### src/rtl/hd44780_pkg.sv
// Shared constants, instruction decode and DDRAM address helpers for the
// HD44780 responder model.
package hd44780_pkg;

    localparam int         DDRAM_DEPTH  = 80;
    localparam logic [7:0] BLANK_CHAR   = 8'h20;
    localparam logic [6:0] LINE_LEN     = 7'd40;

    localparam logic [6:0] LINE1_START  = 7'h00;
    localparam logic [6:0] LINE1_END    = 7'h27;
    localparam logic [6:0] LINE2_START  = 7'h40;
    localparam logic [6:0] LINE2_END    = 7'h67;
    localparam logic [6:0] ONE_LINE_END = 7'h4F;

    localparam logic [7:0] OP_CLEAR   = 8'h01;
    localparam logic [7:0] OP_HOME    = 8'h02;
    localparam logic [7:0] OP_ENTRY   = 8'h04;
    localparam logic [7:0] OP_DISPLAY = 8'h08;
    localparam logic [7:0] OP_SHIFT   = 8'h10;
    localparam logic [7:0] OP_FUNC    = 8'h20;
    localparam logic [7:0] OP_CGRAM   = 8'h40;
    localparam logic [7:0] OP_DDRAM   = 8'h80;

    typedef enum logic [3:0] {
        INS_NOP,
        INS_CLEAR,
        INS_HOME,
        INS_ENTRY,
        INS_DISPLAY,
        INS_SHIFT,
        INS_FUNC,
        INS_CGRAM,
        INS_DDRAM
    } instr_e;

    typedef struct packed {
        logic       valid;
        logic [6:0] idx;
    } ddram_map_t;

    // The highest set opcode bit selects the instruction.
    function automatic instr_e decodeInstr(input logic [7:0] b);
        instr_e ins;
        if      (|(b & OP_DDRAM))   ins = INS_DDRAM;
        else if (|(b & OP_CGRAM))   ins = INS_CGRAM;
        else if (|(b & OP_FUNC))    ins = INS_FUNC;
        else if (|(b & OP_SHIFT))   ins = INS_SHIFT;
        else if (|(b & OP_DISPLAY)) ins = INS_DISPLAY;
        else if (|(b & OP_ENTRY))   ins = INS_ENTRY;
        else if (|(b & OP_HOME))    ins = INS_HOME;
        else if (|(b & OP_CLEAR))   ins = INS_CLEAR;
        else                        ins = INS_NOP;
        return ins;
    endfunction

    function automatic logic [6:0] stepAddr(input logic [6:0] a, input logic up,
                                            input logic twoLine);
        logic [6:0] n;
        if (twoLine) begin
            if (up) begin
                if      (a == LINE1_END) n = LINE2_START;
                else if (a == LINE2_END) n = LINE1_START;
                else                     n = a + 7'd1;
            end else begin
                if      (a == LINE1_START) n = LINE2_END;
                else if (a == LINE2_START) n = LINE1_END;
                else                       n = a - 7'd1;
            end
        end else begin
            if (up) n = (a >= ONE_LINE_END) ? LINE1_START : a + 7'd1;
            else    n = (a == LINE1_START) ? ONE_LINE_END : a - 7'd1;
        end
        return n;
    endfunction

    function automatic ddram_map_t mapAddr(input logic [6:0] a, input logic twoLine);
        ddram_map_t m;
        m.valid = 1'b0;
        m.idx   = '0;
        if (twoLine) begin
            if (a <= LINE1_END) begin
                m.valid = 1'b1;
                m.idx   = a;
            end else if (a >= LINE2_START && a <= LINE2_END) begin
                m.valid = 1'b1;
                m.idx   = a - LINE2_START + LINE_LEN;
            end
        end else if (a <= ONE_LINE_END) begin
            m.valid = 1'b1;
            m.idx   = a;
        end
        return m;
    endfunction

endpackage

### src/rtl/hd44780_ddram.sv
// 80x8 display data RAM: one synchronous write port and one registered read
// port that returns zero when the requested address is unmapped.
module hd44780_ddram
    import hd44780_pkg::*;
(
    input  logic       clk,
    input  logic       rst,
    input  logic       i_we,
    input  logic [6:0] i_waddr,
    input  logic [7:0] i_wdata,
    input  logic       i_rvalid,
    input  logic [6:0] i_raddr,
    output logic [7:0] o_rdata
);

    logic [7:0] r_mem [DDRAM_DEPTH];
    logic [7:0] r_rdata;

    always_ff @(posedge clk) begin
        if (i_we) begin
            r_mem[i_waddr] <= i_wdata;
        end
    end

    // Only the output register is reset; the array contents are initialised
    // by the controller's power-on sweep.
    always_ff @(posedge clk or negedge rst) begin
        if (!rst) begin
            r_rdata <= 8'h00;
        end else begin
            r_rdata <= i_rvalid ? r_mem[i_raddr] : 8'h00;
        end
    end

    assign o_rdata = r_rdata;

endmodule

### src/rtl/hd44780_responder.sv
// HD44780-compatible receiver: synchronises the E/RS/DB write bus, assembles
// nibbles, executes instructions and data writes against the DDRAM.
module hd44780_responder
    import hd44780_pkg::*;
#(
    parameter int CMD_CYCLES   = 16,
    parameter int CLEAR_CYCLES = 400
) (
    input  logic       clk,
    input  logic       rst,
    input  logic       e,
    input  logic       rs,
    input  logic [3:0] db,
    input  logic [6:0] rd_addr,
    output logic [7:0] rd_data,
    output logic       busy,
    output logic [6:0] ac,
    output logic       four_bit,
    output logic       disp_on,
    output logic       cursor_on,
    output logic       blink,
    output logic       id,
    output logic       sh,
    output logic       lines2,
    output logic       font,
    output logic       err_busy,
    output logic       err_rs
);

    localparam logic [1:0] ST_INIT_CLR  = 2'd0;
    localparam logic [1:0] ST_IDLE      = 2'd1;
    localparam logic [1:0] ST_CLR_SWEEP = 2'd2;
    localparam logic [1:0] ST_WAIT      = 2'd3;

    localparam int MAX_CYCLES = (CLEAR_CYCLES > CMD_CYCLES) ? CLEAR_CYCLES : CMD_CYCLES;
    localparam int CW         = $clog2(MAX_CYCLES + 1);
    // The sweep already accounts for 80 busy cycles; WAIT covers the remainder.
    localparam int CLR_TAIL_I = (CLEAR_CYCLES > 81) ? (CLEAR_CYCLES - 81) : 0;

    localparam logic [CW-1:0] CMD_LOAD   = CW'(CMD_CYCLES - 1);
    localparam logic [CW-1:0] CLEAR_LOAD = CW'(CLEAR_CYCLES - 1);
    localparam logic [CW-1:0] CLR_TAIL   = CW'(CLR_TAIL_I);
    localparam logic [6:0]    LAST_IDX   = 7'(DDRAM_DEPTH - 1);

    logic          r_eSync1, r_eSync2, r_ePrev;
    logic          r_rsSync1, r_rsSync2;
    logic [3:0]    r_dbSync1, r_dbSync2;

    logic [1:0]    r_state;
    logic [CW-1:0] r_count;
    logic [6:0]    r_sweepIdx;
    logic [6:0]    r_ac;
    logic          r_fourBit, r_dispOn, r_cursorOn, r_blink;
    logic          r_id, r_sh, r_lines2, r_font;
    logic          r_errBusy, r_errRs, r_cgram;
    logic          r_nibLow;
    logic [3:0]    r_hiNib;
    logic          r_hiRs;

    logic          w_strobe, w_idle, w_accept, w_exec, w_sweeping;
    logic [7:0]    w_byte;
    instr_e        w_instr;
    ddram_map_t    w_acMap, w_rdMap;
    logic          w_we;
    logic [6:0]    w_waddr;
    logic [7:0]    w_wdata;

    always_ff @(posedge clk or negedge rst) begin
        if (!rst) begin
            r_eSync1  <= 1'b0;
            r_eSync2  <= 1'b0;
            r_ePrev   <= 1'b0;
            r_rsSync1 <= 1'b0;
            r_rsSync2 <= 1'b0;
            r_dbSync1 <= 4'h0;
            r_dbSync2 <= 4'h0;
        end else begin
            r_eSync1  <= e;
            r_eSync2  <= r_eSync1;
            r_ePrev   <= r_eSync2;
            r_rsSync1 <= rs;
            r_rsSync2 <= r_rsSync1;
            r_dbSync1 <= db;
            r_dbSync2 <= r_dbSync1;
        end
    end

    assign w_strobe   = r_ePrev & ~r_eSync2;
    assign w_idle     = (r_state == ST_IDLE);
    assign w_accept   = w_strobe & w_idle;
    assign w_exec     = w_accept & (~r_fourBit | r_nibLow);
    assign w_byte     = r_fourBit ? {r_hiNib, r_dbSync2} : {r_dbSync2, 4'b0000};
    assign w_instr    = decodeInstr(w_byte);
    assign w_sweeping = (r_state == ST_INIT_CLR) || (r_state == ST_CLR_SWEEP);
    assign w_acMap    = mapAddr(r_ac, r_lines2);
    assign w_rdMap    = mapAddr(rd_addr, r_lines2);

    always_comb begin
        w_we    = 1'b0;
        w_waddr = w_acMap.idx;
        w_wdata = w_byte;
        if (w_sweeping) begin
            w_we    = 1'b1;
            w_waddr = r_sweepIdx;
            w_wdata = BLANK_CHAR;
        end else if (w_exec && r_rsSync2 && !r_cgram && w_acMap.valid) begin
            w_we = 1'b1;
        end
    end

    always_ff @(posedge clk or negedge rst) begin
        if (!rst) begin
            r_state    <= ST_INIT_CLR;
            r_count    <= '0;
            r_sweepIdx <= '0;
            r_ac       <= '0;
            r_fourBit  <= 1'b0;
            r_dispOn   <= 1'b0;
            r_cursorOn <= 1'b0;
            r_blink    <= 1'b0;
            r_id       <= 1'b1;
            r_sh       <= 1'b0;
            r_lines2   <= 1'b0;
            r_font     <= 1'b0;
            r_errBusy  <= 1'b0;
            r_errRs    <= 1'b0;
            r_cgram    <= 1'b0;
            r_nibLow   <= 1'b0;
            r_hiNib    <= 4'h0;
            r_hiRs     <= 1'b0;
        end else begin
            case (r_state)
                ST_INIT_CLR, ST_CLR_SWEEP: begin
                    if (r_sweepIdx == LAST_IDX) begin
                        r_sweepIdx <= '0;
                        if (r_state == ST_CLR_SWEEP && CLEAR_CYCLES > 80) begin
                            r_state <= ST_WAIT;
                            r_count <= CLR_TAIL;
                        end else begin
                            r_state <= ST_IDLE;
                        end
                    end else begin
                        r_sweepIdx <= r_sweepIdx + 7'd1;
                    end
                end
                ST_WAIT: begin
                    if (r_count == '0) begin
                        r_state <= ST_IDLE;
                    end else begin
                        r_count <= r_count - CW'(1);
                    end
                end
                default: begin
                    if (w_exec) begin
                        r_state <= ST_WAIT;
                        r_count <= CMD_LOAD;
                        if (r_rsSync2) begin
                            r_ac <= stepAddr(r_ac, r_id, r_lines2);
                        end else begin
                            case (w_instr)
                                INS_CLEAR: begin
                                    r_state    <= ST_CLR_SWEEP;
                                    r_sweepIdx <= '0;
                                    r_ac       <= '0;
                                    r_id       <= 1'b1;
                                    r_cgram    <= 1'b0;
                                end
                                INS_HOME: begin
                                    r_count <= CLEAR_LOAD;
                                    r_ac    <= '0;
                                    r_cgram <= 1'b0;
                                end
                                INS_ENTRY: begin
                                    r_id <= w_byte[1];
                                    r_sh <= w_byte[0];
                                end
                                INS_DISPLAY: begin
                                    r_dispOn   <= w_byte[2];
                                    r_cursorOn <= w_byte[1];
                                    r_blink    <= w_byte[0];
                                end
                                INS_SHIFT: begin
                                    if (!w_byte[3]) begin
                                        r_ac <= stepAddr(r_ac, w_byte[2], r_lines2);
                                    end
                                end
                                INS_FUNC: begin
                                    r_fourBit <= ~w_byte[4];
                                    if (r_fourBit) begin
                                        r_lines2 <= w_byte[3];
                                        r_font   <= w_byte[2];
                                    end
                                end
                                INS_CGRAM: r_cgram <= 1'b1;
                                INS_DDRAM: begin
                                    r_ac    <= w_byte[6:0];
                                    r_cgram <= 1'b0;
                                end
                                default: ;
                            endcase
                        end
                    end
                end
            endcase

            if (w_strobe && !w_idle) begin
                r_errBusy <= 1'b1;
            end

            // Nibble phase only advances on accepted strobes; every executed
            // transfer (including entering 4-bit mode) returns it to high.
            if (w_accept) begin
                if (r_fourBit && !r_nibLow) begin
                    r_hiNib  <= r_dbSync2;
                    r_hiRs   <= r_rsSync2;
                    r_nibLow <= 1'b1;
                end else begin
                    r_nibLow <= 1'b0;
                    if (r_fourBit && (r_hiRs != r_rsSync2)) begin
                        r_errRs <= 1'b1;
                    end
                end
            end
        end
    end

    hd44780_ddram u_ddram (
        .clk      (clk),
        .rst      (rst),
        .i_we     (w_we),
        .i_waddr  (w_waddr),
        .i_wdata  (w_wdata),
        .i_rvalid (w_rdMap.valid),
        .i_raddr  (w_rdMap.idx),
        .o_rdata  (rd_data)
    );

    assign busy      = ~w_idle;
    assign ac        = r_ac;
    assign four_bit  = r_fourBit;
    assign disp_on   = r_dispOn;
    assign cursor_on = r_cursorOn;
    assign blink     = r_blink;
    assign id        = r_id;
    assign sh        = r_sh;
    assign lines2    = r_lines2;
    assign font      = r_font;
    assign err_busy  = r_errBusy;
    assign err_rs    = r_errRs;

endmodule
### config.mk
export PLATFORM = sky130hd
export DESIGN_NAME = hd44780_responder
export DESIGN_NICKNAME = d
export VERILOG_FILES = /design/src/rtl/hd44780_pkg.sv /design/src/rtl/hd44780_ddram.sv /design/src/rtl/hd44780_responder.sv
export SDC_FILE = /design/constraint.sdc
export NUM_CORES = 1
export LEC_CHECK = 0
export ABC_AREA = 1
export CORE_MARGIN = 8
export CORE_UTILIZATION = 55
export CTS_CLUSTER_DIAMETER = 120
export DETAILED_ROUTE_END_ITERATION = 12
export PLACE_DENSITY = 0.68
export SYNTH_ARGS = -nofsm -noshare
export SYNTH_HDL_FRONTEND = slang
export SYNTH_SLANG_ARGS = --single-unit
### constraint.sdc
create_clock -name clk -period 12.2 [get_ports clk]
set_input_delay 1.22 -clock clk [delete_from_list [all_inputs] [get_ports clk]]
set_output_delay 1.22 -clock clk [all_outputs]
set_load 0.05 [all_outputs]
# After elaboration in Yosys (flattened, before gate mapping)
# Memory sizes are Yosys's and may differ from the RTL's.
# Index checks and enable logic that the tools add are counted.
# Widths: inputs -> output; s select.
dict set report totals {
  regBits 63
  ram_bits 640
  in_bits 15
  output_inout_bits 26
  word_cells 176
  memories 1
}
dict set report classes {
  add_sub_neg 8
  n_lt_le_gt_ge 9
  eq_ne 22
  mux 61
  bitwise 12
  reduce_logical 37
}
# memory words width read_ports rd_ports_with_merged_regs write_ports line_no
set memory_table {}
lappend memory_table {u_ddram.r_mem 80 8 1 0 1 hd44780_ddram.sv:16} ;# logic [7:0] r_mem [DDRAM_DEPTH];
# op n
set ops {}
lappend ops {{$mux 7} 19}
lappend ops {{$mux 8} 11}
lappend ops {{$mux 9} 6}
lappend ops {{$reduce_and 4->1} 8}
lappend ops {{$le 7x7->1 const B} 4}
lappend ops {{$eq 7x7->1 const B} 3}
lappend ops {{$ge 7x7->1 const B} 3}
lappend ops {{$pmux 7 s3} 1}
lappend ops {{$pmux 9 s2} 1}
lappend ops {{$eq 4x3->1 const B} 4}
lappend ops {{$add 7x1->7 const B} 2}
lappend ops {{$add 7x6->7 const B} 2}
lappend ops {{$le 7x6->1 const B} 2}
lappend ops {{$pmux 7 s2} 1}
lappend ops {{$sub 7x7->7 const B} 2}
lappend ops {{$mux 2} 6}
lappend ops {{$mux 3} 4}
lappend ops {{$logic_not 9->1} 1}
lappend ops {{$sub 9x1->9 const B} 1}
lappend ops {{$eq 4x2->1 const B} 2}
lappend ops {{$logic_and 1x1->1} 8}
lappend ops {{$mux 1} 8}
lappend ops {{$ne 2x2->1 const B} 4}
lappend ops {{$not 1->1} 8}
lappend ops {{other kinds (26)} 38}

# Depth between registers and ports, before layout
dict set report logic_depth {
  word_depth 14
  mapped_depth 19
  depth_no_buf 17
}

# By module
# From an unflattened synthesis, not the netlist that was laid out.
dict set report unflattened {
  cells_unflattened 2864
  area_unflattened_um2 30559.3
}
# module n_inst cells_per_inst area_each_um2 seq_area_each_um2
set modules_own_cells {}
lappend modules_own_cells {hd44780_ddram 1 2280 26561.7 19418.6}
lappend modules_own_cells {hd44780_responder 1 584 3997.6 1377.6}

# Worst setup path after synthesis
# No wires, ideal clock.
dict set report synth_path {
  path_type {register to register}
  from {register r_state[0]}
  to {memory u_ddram.r_mem[0][6], data pin}
  setup_ns 0.575
  arrival_time_ns 3.238
  required_time_ns 11.625
  slack_ns 8.387
  path_stages_with_launch 7
  n_path_buf 1
  synth_period_minus_slack_ns 3.813
  cell_sequence {dfrtp_1 > inv_1 > ha_1 > nor2_1 > inv_1 > clkbuf_1 > nor2_1}
}
dict set report synth_via {
  elab_chain_len 3
  elab_cells_between_ends 4
  classes_between {eq/ne (1); mux (1); reduce/logical (2)}
}
# item line_no
set synth_lines {}
lappend synth_lines {{from (decl)} hd44780_responder.sv:49} ;# logic [1:0] r_state;
lappend synth_lines {{from (signal assigned)} hd44780_responder.sv:113} ;# r_state <= ST_INIT_CLR;
lappend synth_lines {{from (signal assigned)} hd44780_responder.sv:137} ;# r_state <= ST_WAIT;
lappend synth_lines {{from (signal assigned)} hd44780_responder.sv:140} ;# r_state <= ST_IDLE;
lappend synth_lines {{$eq 2x2->1 or $logic_not 2->1 (tied branches)} hd44780_responder.sv:94} ;# assign w_sweeping = (r_state == ST_INIT_CLR) || (r_state == ST_CLR_SWEEP);
lappend synth_lines {{$logic_or 1x1->1 *} hd44780_responder.sv:94}
lappend synth_lines {{$mux 8 *} hd44780_responder.sv:102} ;# if (w_sweeping) begin
lappend synth_lines {{via u_ddram.i_wdata[6]} hd44780_ddram.sv:10} ;# input logic [7:0] i_wdata,
lappend synth_lines {{to (decl)} hd44780_ddram.sv:16}
# The timed path passes the listed nets; every way through them passes the cells marked *.

# Final worst setup path
dict set report layout_path {
  from {input port rd_addr[4]}
  to {register u_ddram.r_rdata[7] (netlist: u_ddram.o_rdata[7])}
}
dict set report layout_via {
  elab_chain_len 7
  elab_cells_between_ends 13
  classes_between {add/sub (2); order compare (4); mux (5); reduce/logical (1); memory (1)}
}
# item line_no
set layout_lines {}
lappend layout_lines {{from (decl)} hd44780_responder.sv:14} ;# input logic [6:0] rd_addr,
lappend layout_lines {{$sub 7x7->7, or another cell as far along} hd44780_pkg.sv:86} ;# m.idx = a - LINE2_START + LINE_LEN;
lappend layout_lines {{$add 7x6->7 or $logic_and 1x1->1 (tied branches)} {hd44780_pkg.sv:86, hd44780_pkg.sv:84}}
lappend layout_lines {{$mux 8} hd44780_pkg.sv:84} ;# end else if (a >= LINE2_START && a <= LINE2_END) begin
lappend layout_lines {{$mux 8} hd44780_pkg.sv:81} ;# if (a <= LINE1_END) begin
lappend layout_lines {{$mux 8 *} hd44780_pkg.sv:80} ;# if (twoLine) begin
lappend layout_lines {{$mem_v2 80x8} --}
lappend layout_lines {{$mux 8 *} hd44780_ddram.sv:31} ;# r_rdata <= i_rvalid ? r_mem[i_raddr] : 8'h00;
lappend layout_lines {{to (signal assigned)} hd44780_ddram.sv:31}
lappend layout_lines {{to (decl)} hd44780_ddram.sv:17} ;# logic [7:0] r_rdata;
# Every way passes the cells marked *; elsewhere a longest branch is shown, timed or not.
# A chain may end at the register's enable or synchronous reset.

==> flow_summary_export.csv <==
group,metric,value,unit
outcome,status,"completed",
synth,ys_seq_elements,703,
floorplan,core-area,56100,um^2
routing,first_pass_iters,6,
sta,finalSetupTns,0,ns
clocking,cts_hold_buf,0,
grt,gr-max-usage-layer,"met2",
routing,drt_iter0_drc,2872,
setup_path,reg2reg_from,"lines2",
placement,place.gp.congestion,0.883,
floorplan,die_x,254,um
clocking,htree_levels,3,
pwr,peakVddDrop,0.134,mV
sta,rsz0062_at_grt,"no",
setup_path,ff2ff_path_depth,13,
sta,finalSetupViolCount,0,
sta,worstMarginPinSlew,1.18,ns
grt,grt_max_degree,110,
synth,yosys.area.top_type_share,61.9,%
routing,wl,84700,um
routing,vias_per_cell,6.08,
clocking,clk_pin_slew,0.06,ns
synth,synth.area.top_cells,"edfxtp_1 (62%), nand3_1 (9.3%), nand2_1 (8.3%), dfrtp_1 (5.0%), nand4_1 (3.1%)",
hold_path,min_path_cells,0,
clocking,cts_tree,"built",
pwr,total_power,5.03,mW
clocking,cts_made_buffers,72,
setup_path,critPathRequiredTime,12.74,ns
floorplan,start_util,55.4,%
floorplan,fp.dieH,254,um
routing,ant_nets,0,
sta,hold_violations,0,
routing,dr_total_vias,22300,
finish,area.growth.synth_to_final,9.47,%
synth,yosys.area.top_type,"edfxtp_1",
setup_path,start_kind,"input port",
grt,grt_pass1_vias,21600,
clocking,cts_setup_buffers,0,
synth,yosys.cell_types.count,50,
synth,syn_inst,2881,
floorplan,row_count,87,
sta,slew_viol_final,0,
pwr,power.leakage,12.4,nW
finish,drive_above_1_share,6.34,%
clocking,cts_root_buf,"clkbuf_16",
pwr,power_density,148,nW/um^2
placement,pre_cts_ws,5.17,ns
clocking,post_cts_resized,0,
synth,syn_area_per_cell,10.8,um^2
hold_path,min_to,"r_eSync2",
flow_run,maxCapViolCount,0,
synth,yosysWarnings,0,
sta,period_share,52.9,%
synth,ys_seq_area_share,67.0,%
synth,synth.cell_area,31100,um^2
grt,grt-ovfl-total,0,
sta,layout_setup_ws,5.74,ns
sta,fin_crit,6.46,ns
grt,met2_usage,42.5,%
synth,synthesis.nets,2912,
synth,ys_async_sr_fraction,8.96,%
setup_path,arrival,7.00,ns
routing,wl_per_cell,23.1,um
finish,nets,2878,
setup_path,r2r_slack,6.71,ns
sta,fmax,155,MHz
grt,grt_antenna_before_repair,1,
hold_path,hp-class,"flip-flop to flip-flop",
synth,synth_edf_count,640,
floorplan,ioPinCount,41,
synth,synth_flop_cell,"edfxtp_1",
clocking,cts.sinks,703,
sta,slew_headroom,21.1,%
routing,drcViolationCount,0,
setup_path,reg2reg_to,"u_ddram.o_rdata[7]",
clocking,clock_latency,0.63,ns
placement,portBuffers,40,
grt,grt_util_met1,35.7,%
setup_path,cp-end-kind,"flip-flop",
grt,met3_usage,4.22,%
synth,yosysMostFrequentCell,"nand2_1",
clocking,clockBufferDepth,3,
grt,grt.total_usage,26.3,%
grt,grt_pass1_wl,130000,um
synth,synth_commonest_cells,"nand2_1 (684), edfxtp_1 (640), nand3_1 (580)",
hold_path,min_from,"r_eSync1",
placement,dpl.hpwl,47800,um
sta,fin_skew,0.0284,ns
finish,fill_cells,4519,
floorplan,die-area,64300,um^2
setup_path,path_class,"input port to flip-flop",
setup_path,crit_path_max_fanout,109,
[per-layer routing]
metal | routed length (um) | up-vias
li1 | - | 10100
met1 | 33500 | 10800
met2 | 40300 | 1206
met3 | 7860 | 191
met4 | 3010 | 0
met5 | 0 | -
[layout make-up]
class                           instances  area (um^2)  share of cell area, %
Inverter                              180          677                   1.99
Clock inverter                         35          263                  0.773
Antenna cell                            1         2.50                0.00736
Timing Repair Buffer                   69          617                   1.81
Clock buffer                           93         1940                   5.72
Multi-Input combinational cell       1821         8750                   25.7
Sequential cell                       703        20800                   61.2
Tap cell                              756          946                   2.78
[kinds of logic (layout without fill, tap and decap cells)]
| logic type | Yosys count | in the layout | synth area share [%] |
|---|---|---|---|
| AO/OA/AOI/OAI | 150 | 150 | 2.85 |
| XOR/XNOR | 15 | 15 | 0.423 |
| adder cells (fa/ha/maj) | 16 | 16 | 0.645 |
| buffers and inverters | 357 | 377 | 5.13 |
| flip-flops | 703 | 703 | 67.0 |
| multiplexers | 1 | 1 | 0.0363 |
| other | 0 | 1 | 0 |
| AND/OR/NAND/NOR | 1639 | 1639 | 23.9 |
[sequential cells by signal (all words and copies together) (netlist names), 2 cells and up]
register / cells
u_ddram.r_mem: 640
r_count: 9
u_ddram.o_rdata: 8
ac: 7
r_sweepIdx: 7
r_dbSync1: 4
r_dbSync2: 4
r_hiNib: 4
r_state: 2
[worst max-delay path: stages]
cell and delay [ns]:
clkdlybuf4s50_1 0.52, inv_1 0.14, ha_1 0.16, nand3_1 0.09
o21ai_1 0.26, nand3_4 0.66, nand3_4 0.85, buf_4 0.84
buf_4 1.01, nand2_1 0.11, nand3_1 0.16, nand3_1 0.14
nand3_1 0.18, nand3_1 0.08, nand3_1 0.10, nand2_1 0.11
a21oi_1 0.19
[cell usage in the layout (no fill, tap or decap), drive strengths merged, types with 3 or more instances in the layout]
master	netlist	final
nand3	584	584
o211ai	9	9
dfrtp	62	62
a21oi	37	37
o21ai	71	71
clkbuf	57	94
a22oi	3	3
buf	120	30
or2	7	7
clkinv	6	36
xor2	13	13
clkdlybuf4s50	0	38
o21a	4	4
nor4	3	3
o22ai	9	9
a31oi	6	6
nor2	185	185
nand4	152	152
inv	174	175
nor3	14	14
edfxtp	640	640
o31ai	3	3
nand2	692	692
ha	16	16
[through the flow]
stage / hold slack, ns / cell area, um^2 / std cells / util [%]
floorplan: 0.331 / 31100 / 2881 / -
CTS: 0.352 / 34000 / 3657 / 60.6
finish: 0.347 / 34000 / 3658 / 60.6
global route: 0.364 / 34000 / 3657 / 60.6
global placement: 0.334 / 31800 / 3529 / 56.7
detailed placement: 0.336 / 31800 / 3529 / 56.7
[worst max path at each step]
stage	cells past startpoint	from	slack, ns	endpoint
after floorplan	6	r_state[0]	8.39	u_ddram.r_mem[0][6]
after global placement	16	rd_addr[1]	5.29	u_ddram.o_rdata[7]
after detailed placement	17	rd_addr[4]	5.17	u_ddram.o_rdata[7]
after CTS	17	rd_addr[4]	5.80	u_ddram.o_rdata[7]
after global routing	17	rd_addr[4]	5.42	u_ddram.o_rdata[7]
final	17	rd_addr[4]	5.74	u_ddram.o_rdata[7]
[report_power, final]
part           total [mW]  switching (mW)  internal (mW)
sequential           2.60         0.00516           2.60
combinational       0.333           0.242         0.0907
clock                2.09           0.920           1.17
total                5.03            1.17           3.86
Note: power is estimated with default switching activity, not from simulation.
